**src/rtl/pipe_stall_ctrl.sv**
```systemverilog
// Pipeline stall/forwarding control: load-use bubbles, operand forwarding and data-memory wait sequencing.
// Define PIPE_STALL_CNT_EN to build the mem/load-use stall performance counters (tied to 0 otherwise).
module pipe_stall_ctrl #(
    parameter int TIMEOUT = 255,
    parameter int CNT_W   = 16
) (
    input  logic             clk,
    input  logic             clr,
    input  logic [4:0]       drs,
    input  logic [4:0]       drt,
    input  logic             duse_rs,
    input  logic             duse_rt,
    input  logic             ewreg,
    input  logic             em2reg,
    input  logic [4:0]       erd,
    input  logic             mwreg,
    input  logic             mm2reg,
    input  logic             mwmem,
    input  logic [4:0]       mrd,
    input  logic             dmem_ack,
    output logic             dmem_req,
    output logic             pc_en,
    output logic             fd_en,
    output logic             de_en,
    output logic             em_en,
    output logic             mw_en,
    output logic             de_bubble,
    output logic [1:0]       fwda,
    output logic [1:0]       fwdb,
    output logic             mem_err,
    output logic [CNT_W-1:0] mem_stall_cnt,
    output logic [CNT_W-1:0] lu_stall_cnt,
    output logic [1:0]       dbg_state
);

    typedef enum logic [1:0] {
        IDLE = 2'd0,
        WAIT = 2'd1,
        ERR  = 2'd2
    } state_t;

    localparam logic [7:0] TIMEOUT_C = 8'(TIMEOUT);

    state_t     state;
    logic [7:0] tcnt;
    logic       mem_op;
    logic       req;
    logic       freeze;
    logic       lu;
    logic       stall;
    logic       bub;

    // Handshake: dmem_req is held from the first request cycle through the cycle dmem_ack
    // is seen high; the access completes on that ack cycle and the pipeline advances then.
    always_comb begin
        mem_op = mm2reg | mwmem;
        req    = 1'b0;
        freeze = 1'b0;
        case (state)
            IDLE: begin
                req    = mem_op;
                freeze = mem_op & ~dmem_ack;
            end
            WAIT: begin
                req    = 1'b1;
                freeze = ~dmem_ack;
            end
            ERR: begin
                req    = 1'b0;
                freeze = 1'b1;
            end
            default: begin
                req    = 1'b0;
                freeze = 1'b0;
            end
        endcase
    end

    assign lu = ewreg & em2reg & (erd != 5'd0) &
                ((duse_rs & (erd == drs)) | (duse_rt & (erd == drt)));

    // Freeze outranks the hazard, so a hazard held during a freeze costs one bubble afterwards.
    assign stall     = ~clr & freeze;
    assign bub       = ~clr & ~freeze & lu;
    assign pc_en     = ~stall & ~bub;
    assign fd_en     = ~stall & ~bub;
    assign de_en     = ~stall;
    assign em_en     = ~stall;
    assign mw_en     = ~stall;
    assign de_bubble = bub;
    assign dmem_req  = ~clr & req;
    assign mem_err   = ~clr & (state == ERR);
    assign dbg_state = state;

    function automatic logic [1:0] fwd_sel(input logic [4:0] src);
        if (ewreg && !em2reg && erd != 5'd0 && erd == src)
            return 2'b01;
        else if (mwreg && mm2reg && mrd != 5'd0 && mrd == src)
            return 2'b11;
        else if (mwreg && !mm2reg && mrd != 5'd0 && mrd == src)
            return 2'b10;
        else
            return 2'b00;
    endfunction

    assign fwda = clr ? 2'b00 : fwd_sel(drs);
    assign fwdb = clr ? 2'b00 : fwd_sel(drt);

    always_ff @(posedge clk) begin
        if (clr) begin
            state <= IDLE;
            tcnt  <= 8'd0;
        end else begin
            case (state)
                IDLE: begin
                    if (mem_op && !dmem_ack) begin
                        state <= WAIT;
                        tcnt  <= 8'd1;
                    end
                end
                WAIT: begin
                    if (dmem_ack) begin
                        state <= IDLE;
                        tcnt  <= 8'd0;
                    end else if (tcnt == TIMEOUT_C) begin
                        state <= ERR;
                    end else begin
                        tcnt <= tcnt + 8'd1;
                    end
                end
                ERR: state <= ERR;
                default: begin
                    state <= IDLE;
                    tcnt  <= 8'd0;
                end
            endcase
        end
    end

`ifdef PIPE_STALL_CNT_EN
    logic [CNT_W-1:0] mem_cnt_q;
    logic [CNT_W-1:0] lu_cnt_q;

    always_ff @(posedge clk) begin
        if (clr) begin
            mem_cnt_q <= '0;
            lu_cnt_q  <= '0;
        end else begin
            if (freeze && !(&mem_cnt_q))
                mem_cnt_q <= mem_cnt_q + CNT_W'(1);
            if (lu && !freeze && !(&lu_cnt_q))
                lu_cnt_q <= lu_cnt_q + CNT_W'(1);
        end
    end

    assign mem_stall_cnt = clr ? '0 : mem_cnt_q;
    assign lu_stall_cnt  = clr ? '0 : lu_cnt_q;
`else
    assign mem_stall_cnt = '0;
    assign lu_stall_cnt  = '0;
`endif

endmodule
```
**config.mk**
```make
export PLATFORM = sky130hd
export DESIGN_NAME = pipe_stall_ctrl
export DESIGN_NICKNAME = d
export VERILOG_FILES = /design/src/rtl/pipe_stall_ctrl.sv
export SDC_FILE = /design/constraint.sdc
export NUM_CORES = 1
export LEC_CHECK = 0
export BUFFER_PORTS_ARGS = -buffer_cell sky130_fd_sc_hd__buf_2
export CORE_UTILIZATION = 27
export DETAILED_ROUTE_END_ITERATION = 10
export PLACE_DENSITY = 0.67
export SLEW_MARGIN = 20
export SYNTH_ARGS = -nofsm -noshare
export SYNTH_HDL_FRONTEND = slang
export SYNTH_SLANG_ARGS = --single-unit
```
**constraint.sdc**
```tcl
create_clock -name clk -period 5.1 [get_ports clk]
set_input_delay 1.275 -clock clk [delete_from_list [all_inputs] [get_ports clk]]
set_output_delay 1.275 -clock clk [all_outputs]
set_load 0.02 [all_outputs]
```
# --- After elaboration in Yosys (flattened, before gate mapping) ---
# Cells that the tools add are included.
classes:
  n_addsub: 1
  eq_ne: 10
  muxes: 18
  bitwise_logic: 20
  reduce_logical: 21
ops:
  columns: ["cell", "count"]
  rows:
  - ["$mux W8", 3]
  - ["$pmux W8 S3", 1]
  - ["$mux W2", 11]
  - ["$eq A5 B5 Y1", 4]
  - ["$logic_and A1 B1 Y1", 13]
  - ["$and A1 B1 Y1", 12]
  - ["$reduce_bool A5 Y1", 2]
  - ["$add A8 B1 Y8 const B", 1]
  - ["$eq A8 B8 Y1 const B", 1]
  - ["$ne A3 B3 Y1 const B", 2]
  - ["$not A1 Y1", 6]
  - ["$pmux W2 S3", 1]
  - ["$logic_not A1 Y1", 3]
  - ["$pmux W1 S3", 1]
  - ["$reduce_and A3 Y1", 1]
  - ["$eq A2 B1 Y1 const B", 1]
  - ["$eq A2 B2 Y1 const B", 1]
  - ["$logic_not A2 Y1", 1]
  - ["$ne A2 B2 Y1 const B", 1]
  - ["$or A1 B1 Y1", 2]
  - ["$pmux W1 S2", 1]
  - ["$reduce_and A2 Y1", 1]
totals:
  register_bits: 10
  input_bits: 30
  out_inout_bits: 46
  elab_cells: 72

# --- Logic depth before layout (Yosys ltp) ---
# Gate-level depths: netlist of the first run.
depth:
  ltp_word: 8
  depth_mapped: 6
  depth_no_buf: 6

# --- Least setup slack after synthesis of the first run ---
# Ideal clock, no wire load.
synth_path:
  kind: "input-to-output"
  from: "in erd[4]"
  to: "out pc_en"
  arrival_time_ns: 2.872
  required_time_ns: 3.825
  path_slack_ns: 0.953
  stages: 6
  n_path_buf: 1
  path_cell_list: "xnor2_1 > nand3_1 > or4_4 > a2111oi_4 > nor2b_2 > buf_4"
synth_between:
  elab_chain_cells: 7
  elab_cells_between_ends: 11
  classes_between: "eq/ne: 2; bitwise: 8; reduce/logical: 1"
synth_lines:
  columns: ["element", "line_no", "source"]
  rows:
  - ["from (decl)", "15", "input logic [4:0] erd,"]
  - ["$eq A5 B5 Y1", "80", "((duse_rs & (erd == drs)) | (duse_rt & (erd == drt)));"]
  - ["$and A1 B1 Y1", "80", null]
  - ["$or A1 B1 Y1", "80", null]
  - ["$and A1 B1 Y1 (*)", "79", "assign lu = ewreg & em2reg & (erd != 5'd0) &"]
  - ["$and A1 B1 Y1 (*)", "84", "assign bub = ~clr & ~freeze & lu;"]
  - ["net de_bubble", "27", "output logic de_bubble,"]
  - ["$not A1 Y1 (*)", null, null]
  - ["$and A1 B1 Y1 (*)", null, null]
  - ["to (decl)", "22", "output logic pc_en,"]
# The timed path passes the listed nets; every way through them passes the cells marked *.

# --- Worst setup path after layout of the first run ---
layout_path:
  from: "in erd[3]"
  to: "out fd_en"
layout_between:
  elab_chain_cells: 7
  elab_cells_between_ends: 11
  classes_between: "eq/ne: 2; bitwise: 8; reduce/logical: 1"
layout_lines:
  columns: ["element", "line_no", "source"]
  rows:
  - ["$eq A5 B5 Y1", "80", null]
  - ["$and A1 B1 Y1", "80", null]
  - ["$or A1 B1 Y1", "80", null]
  - ["$and A1 B1 Y1 (*)", "79", null]
  - ["$and A1 B1 Y1 (*)", "84", null]
  - ["$not A1 Y1 (*)", "86", "assign fd_en = ~stall & ~bub;"]
  - ["$and A1 B1 Y1 (*)", "86", null]
  - ["to (decl)", "23", "output logic fd_en,"]
# Mark *: on every way between the ends. The rest lies on a longest branch, timed or not.

==> summary.md, run 1 <==
| Metric | Value |
|---|---|
| Synth Warn # | `0` |
| Critical path class | `in -> out` |
| Total chip power | `0.268 mW` |
| Fraction of registers with async set/reset | `0%` |
| Top_reg_cell synth | `dfxtp_1` |
| Drt initial violations | `29` |
| Post-Synth Simple-Gate Area | `24.3%` |
| Syn avg cell area | `7.85 um^2` |
| EDFF count, synth | `0` |
| Post-CTS Repair Setup Buffers | `0` |
| Seq/Total Area, Yosys | `17.0%` |
| Vias/cell | `4.60` |
| WHS | `510 ps` |
| Row cnt | `23` |
| Pre-CTS setup slack | `1030 ps` |
| Vias in the first global route | `941` |
| Pins Over Slew Limit | `0` |
| Routed wire length | `2680 um` |
| Total track usage | `11.9%` |
| Diode count | `0` |
| Main combinational cell family by area after synthesis | `simple AND/OR/NAND/NOR gates` |
| Port Buffers | `43` |
| Area growth from synthesis to layout | `15.5%` |
| Initial Utilization | `28.8%` |
| Num CTS Buffers | `3` |
| Layout Cells excl Fill | `242` |
| Hold buffers post-CTS | `0` |
| VDD IR-drop max | `0.0743 mV` |
| Vias | `1,113` |
| RSZ-0062 raised after global routing | `no` |
| Post-Synth XOR/XNOR Area | `11.9%` |
| Most frequent cell after synthesis | `buf_4` |
| Min Tclk post-route | `4100 ps` |
| # clock sinks | `10` |
| Synth Area in Adders | `1.06%` |
| Synthesized cell area | `1180 um^2` |
| Area contributors post-synth | `buf_4, dfxtp_1, xnor2_1, xor2_1, nor3_1` |
| Post-synth top cells | `buf_4, dfxtp_1, xnor2_1` |
| Mux contribution to synthesized area | `0%` |
| Complex-gate fraction of the synthesized area | `21.5%` |
| CP required | `3830 ps` |
| DPL Wire Length | `2220 um` |
| Post_cts resized | `0` |
| First-pass GRT wire length | `4120 um` |
| Maximum clock path buffer count | `2` |
| H-tree depth | `1` |
| # setup viols final | `0` |
| Crit-path max FO | `4` |
| Pin count of the biggest net entering global routing | `15` |
| Worst Path Arrival | `2820 ps` |
| PwrDens | `197 nW/um^2` |
| MaxCap Viol Count | `0` |
| Lkg Pwr | `0.597 nW` |
| Worst setup SP type | `input port` |
| Min-delay worst type | `reg -> reg` |
| GRT overflow | `0` |
| CP Capture Type | `primary output` |
| Root Buffer | `clkbuf_8` |
| Status | `completed` |
| Fin Setup TNS | `0 ps` |
| Share of cells above drive strength 1 | `28.6%` |
| IO Count | `76` |
| Worst Skew | `3.07 ps` |
| Largest area contributor in the netlist | `buf_4` |
| CTS clk-pin slew, worst paths | `50 ps` |
| Die height | `68.0 um` |
| Rel. slew slack | `67.2%` |
| Multi-input logic area | `812 um^2` |
| Nets | `224` |
| Die Wd | `68.0 um` |
| Detailed-route DRC error count | `0` |
| Routed len/inst | `11.1 um` |
| Distinct cells, synth | `43` |
| Initial antenna violation count | `0` |
| Fmax | `0.244 GHz` |
| Clock latency on the worst-skew pair | `240 ps` |
| Post-Synthesis Cells | `150` |
| Die Area | `4630 um^2` |
| Worst setup margin | `1000 ps` |
| #FFs+latches synth | `10` |
| Endpoints failing hold | `0` |
| Placed cells | `238` |
| FF/Latch Area | `200 um^2` |
| CTS tree | `done` |
| Routed Antenna Nets | `0` |
| Core Region | `4090 um^2` |
| Area share of the largest cell type after synthesis | `22.3%` |
| Final GP Congestion | `0.787` |
| Tcrit/Tclk final | `80.3%` |
| FILL cells | `451` |
| Slew @ Worst Pin | `486 ps` |
| First-pass iteration count of the detailed router | `4` |
-- layout make-up --
| cell class | count | area share (%) |
|---|---|---|
| Timing Repair Buffer | 43 | 15.8 |
| Inverter | 4 | 1.10 |
| Clock buffer | 4 | 4.05 |
| Sequential cell | 10 | 14.7 |
| Tap cell | 50 | 4.60 |
| Multi-Input combinational cell | 131 | 59.7 |
-- through the flow --
stage	util (%)	cell area (um^2)
2_1_floorplan	-	1290
3_5_place_dp	31.9	1310
3_3_place_gp	31.9	1310
4_1_cts	33.3	1360
5_1_grt	33.3	1360
6_report	33.3	1360
-- worst max-delay path, stage by stage --
cell and delay (ps):
buf_2 120, xnor2_1 180, nand3_1 110, or4_4 540, a2111oi_4 360, nor2b_2 70
buf_2 170
-- metal layers --
layer / up-vias / GRT usage (%) / share of wire (%)
met3: 8 / 1.50 / 5.5
met1: 498 / 15.2 / 44
met5: - / 0 / 0
met2: 52 / 18.0 / 46
met4: 0 / 8.85 / 4.1
li1: 555 / - / -
-- sequential cells by signal (all words and copies together) (netlist names) --
name and cells:
tcnt 8, dbg_state 2
-- final timing paths --
kind / startpoint / to / slack, ps / cells past startpoint
worst min register to register: tcnt[0] / tcnt[0] / 510 / 2
worst max register to register: tcnt[0] / tcnt[7] / 3210 / 6
worst min-delay path: tcnt[0] / tcnt[0] / 510 / 2
worst max-delay path: erd[3] / fd_en / 1000 / 7
-- kinds of logic after synthesis --
| group | Yosys count |
|---|---|
| adder cells (fa/ha/maj) | 1 |
| buffers and inverters | 40 |
| flip-flops | 10 |
| XOR/XNOR | 16 |
| other | 1 |
| AO/OA/AOI/OAI | 31 |
| AND/OR/NAND/NOR | 51 |
-- power by group --
| group | total (mW) | internal [mW] | switching, mW |
|---|---|---|---|
| clock | 0.0999 | 0.0679 | 0.0320 |
| combinational | 0.0864 | 0.0282 | 0.0582 |
| sequential | 0.0814 | 0.0796 | 0.00181 |
-- cells in the final DEF (no fill, tap or decap), types with 6 or more instances in the layout --
| master | count |
|---|---|
| nand3_1 | 6 |
| buf_2 | 43 |
| xor2_1 | 7 |
| nor3_1 | 7 |
| dfxtp_1 | 10 |
| nor2_1 | 8 |
| nand2_1 | 7 |
| xnor2_1 | 9 |
| conb_1 | 32 |
No activity file was read; power rests on OpenSTA's default activity.
==> run 2: changes to the inputs <==
--- a/config.mk
+++ b/config.mk
@@ -8,7 +8,7 @@
 export BUFFER_PORTS_ARGS = -buffer_cell sky130_fd_sc_hd__buf_2
 export CORE_UTILIZATION = 27
 export DETAILED_ROUTE_END_ITERATION = 10
-export PLACE_DENSITY = 0.67
+export PLACE_DENSITY = 0.69
 export SLEW_MARGIN = 20
 export SYNTH_ARGS = -nofsm -noshare
 export SYNTH_HDL_FRONTEND = slang
==> constraint.sdc (replaced) <==
create_clock -name clk -period 3.42 [get_ports clk]
set_input_delay 0.855 -clock clk [delete_from_list [all_inputs] [get_ports clk]]
set_output_delay 0.855 -clock clk [all_outputs]
set_load 0.02 [all_outputs]
==> summary.md, run 2 (same netlist as run 1, synthesis figures left out) <==
| Metric | Value |
|---|---|
| Status | `completed (unchanged)` |
| VDD IR-drop max | `0.113 mV (was 0.0743 mV)` |
| Share of cells above drive strength 1 | `28.3% (was 28.6%)` |
| Total track usage | `11.3% (was 11.9%)` |
| Slowest-stage cell, CP | `or4_1 (was or4_4)` |
| WHS Path Cells | `2 (unchanged)` |
| Clk network pwr share | `32.1% (was 37.3%)` |
| Post-CTS Repair Setup Buffers | `0 (unchanged)` |
| Area growth from synthesis to layout | `14.3% (was 15.5%)` |
| Cell family contributing the most delay on the critical path | `simple AND/OR/NAND/NOR gates (unchanged)` |
| Seq pwr share | `33.0% (was 30.4%)` |
| GRT overflow | `0 (unchanged)` |
| Switching part of the total power | `35.4% (was 34.4%)` |
| Tcrit/Tclk final | `95.0%` |
| Vias | `1,104 (was 1,113)` |
| R2R setup slack | `1520 ps (was 3210 ps)` |
| NetSw | `0.130 mW (was 0.0920 mW)` |
| Pin count of the biggest net entering global routing | `15 (unchanged)` |
| Pre-CTS setup slack | `167 ps (was 1030 ps)` |
| Min-delay worst type | `reg -> reg (unchanged)` |
| Worst path depth | `6 (was 7)` |
| Crit-path cells | `buf_2, or4_1, o211ai_1, nor4_1, nor4b_1, buf_2 (was buf_2, xnor2_1, nand3_1, or4_4, a2111oi_4, nor2b_2, buf_2)` |
| Largest register FFs | `8 (unchanged)` |
| Reg2reg path depth | `6 (unchanged)` |
| Row cnt | `23 (unchanged)` |
| Crit-path max FO | `4 (unchanged)` |
| Cell internal pwr | `0.238 mW (was 0.176 mW)` |
| Layout Cells excl Fill | `241 (was 242)` |
| DPL Wire Length | `2200 um (was 2220 um)` |
| Initial Utilization | `28.8% (unchanged)` |
| Routed len/inst | `10.6 um (was 11.1 um)` |
| Bufs and invs on worst path | `2 (unchanged)` |
| CTS tree | `done (unchanged)` |
| MaxCap Viol Count | `0 (unchanged)` |
| First-pass iteration count of the detailed router | `4 (unchanged)` |
| PwrDens | `273 nW/um^2 (was 197 nW/um^2)` |
| Most frequent CP cell | `buf_2 (unchanged)` |
| Placed cells | `238 (unchanged)` |
| CP endpoint | `fwda[1] (was fd_en)` |
| Commonest cells after routing, fill and taps aside | `buf_2, conb_1, dfxtp_1, xnor2_1, nor2_1 (unchanged)` |
| CTS clk-pin slew, worst paths | `40 ps (was 50 ps)` |
| Endpoints failing hold | `0 (unchanged)` |
| Nets | `224 (unchanged)` |
| Lkg Pwr | `0.589 nW (was 0.597 nW)` |
| # setup viols final | `0 (unchanged)` |
| Critical path's largest stage delay | `550 ps (was 540 ps)` |
| First-pass GRT wire length | `4000 um (was 4120 um)` |
| Drt initial violations | `31 (was 29)` |
| FF/Latch Area | `200 um^2 (unchanged)` |
| Port Buffers | `43 (unchanged)` |
| Num CTS Buffers | `3 (unchanged)` |
| Critical path class | `in -> out (unchanged)` |
| Initial antenna violation count | `0 (unchanged)` |
| Min Tclk post-route | `3250 ps` |
| FILL cells | `448 (was 451)` |
| Maximum clock path buffer count | `2 (unchanged)` |
| R2R Path End | `tcnt[7] (unchanged)` |
| R2r startpoint | `tcnt[0] (unchanged)` |
| # clock sinks | `10 (unchanged)` |
| Fin Setup TNS | `0 ps (unchanged)` |
| Clock latency on the worst-skew pair | `230 ps (was 240 ps)` |
| Multi-input logic area | `812 um^2 (unchanged)` |
| Worst Path Arrival | `2390 ps (was 2820 ps)` |
| Vias/cell | `4.58 (was 4.60)` |
| Most common cell after layout, fill and taps aside | `buf_2 (unchanged)` |
| IO Count | `76 (unchanged)` |
| Fmax | `0.308 GHz` |
| CP Launch Point | `erd[0] (was erd[3])` |
| H-tree depth | `1 (unchanged)` |
| Routed Antenna Nets | `0 (unchanged)` |
| Worst setup margin | `173 ps (was 1000 ps)` |
| Die Area | `4630 um^2 (unchanged)` |
| Pins Over Slew Limit | `0 (unchanged)` |
| Vias in the first global route | `910 (was 941)` |
| Final GP Congestion | `0.793 (was 0.787)` |
| RSZ-0062 raised after global routing | `no (unchanged)` |
| Worst Skew | `0.570 ps (was 3.07 ps)` |
| CP Capture Type | `primary output (unchanged)` |
| Die height | `68.0 um (unchanged)` |
| Total chip power | `0.368 mW (was 0.268 mW)` |
| Diode count | `0 (unchanged)` |
| Root Buffer | `clkbuf_8 (unchanged)` |
| Hold buffers post-CTS | `0 (unchanged)` |
| Post_cts resized | `0 (unchanged)` |
| CP required | `2560 ps (was 3830 ps)` |
| Worst setup SP type | `input port (unchanged)` |
| Detailed-route DRC error count | `0 (unchanged)` |
| Die Wd | `68.0 um (unchanged)` |
| Routed wire length | `2550 um (was 2680 um)` |
| Combinational power share | `34.9% (was 32.3%)` |
| Core Region | `4090 um^2 (unchanged)` |
| Most flop-heavy register | `tcnt (unchanged)` |
run 2: how the worst min path moves through the flow:
stage / start / end / slack (ps)
6_report: tcnt[0] / tcnt[0] / 490
4_1_cts: tcnt[0] / tcnt[0] / 500
3_3_place_gp: tcnt[0] / tcnt[0] / 480
3_5_place_dp: tcnt[0] / tcnt[0] / 500
5_1_grt: tcnt[1] / tcnt[1] / 530
2_1_floorplan: tcnt[0] / tcnt[0] / 460
run 2: layout make-up:
class                           instances  share of cell area [%]
Clock buffer                            3                    3.07
Inverter                                4                    1.12
Sequential cell                        10                    14.9
Tap cell                               50                    4.65
Multi-Input combinational cell        131                    60.3
Timing Repair Buffer                   43                    16.0
run 2: power by group through the flow:
stage	registers, mW	clock network, mW	logic, mW
finish	0.121	0.118	0.128
global route	0.122	0.129	0.142
CTS	0.121	0.122	0.128
detailed placement	0.123	0	0.128
global placement	0.124	0	0.127
floorplan	0.124	0	0.117
run 2: worst reg2reg max path: stages (launching register included):
cell	delay (ps)
dfxtp_1	330
ha_1	250
and4_1	260
and4_1	270
a21oi_2	330
nand2_1	100
a32o_1	260
run 2: per-layer routing:
layer / part of all wire [%] / vias up / GRT usage, %
met5: 0 / - / 0
li1: - / 560 / -
met2: 50 / 53 / 19.4
met4: 0.86 / 0 / 3.39
met1: 43 / 489 / 14.3
met3: 5.9 / 2 / 1.67
run 2: per-stage QoR:
stage	instance area (um^2)	hold WS (ps)	utilization (%)
2_1_floorplan	1290	459	-
3_3_place_gp	1310	484	31.9
3_5_place_dp	1310	495	31.9
4_1_cts	1350	503	32.9
5_1_grt	1350	533	32.9
6_report	1350	493	32.9
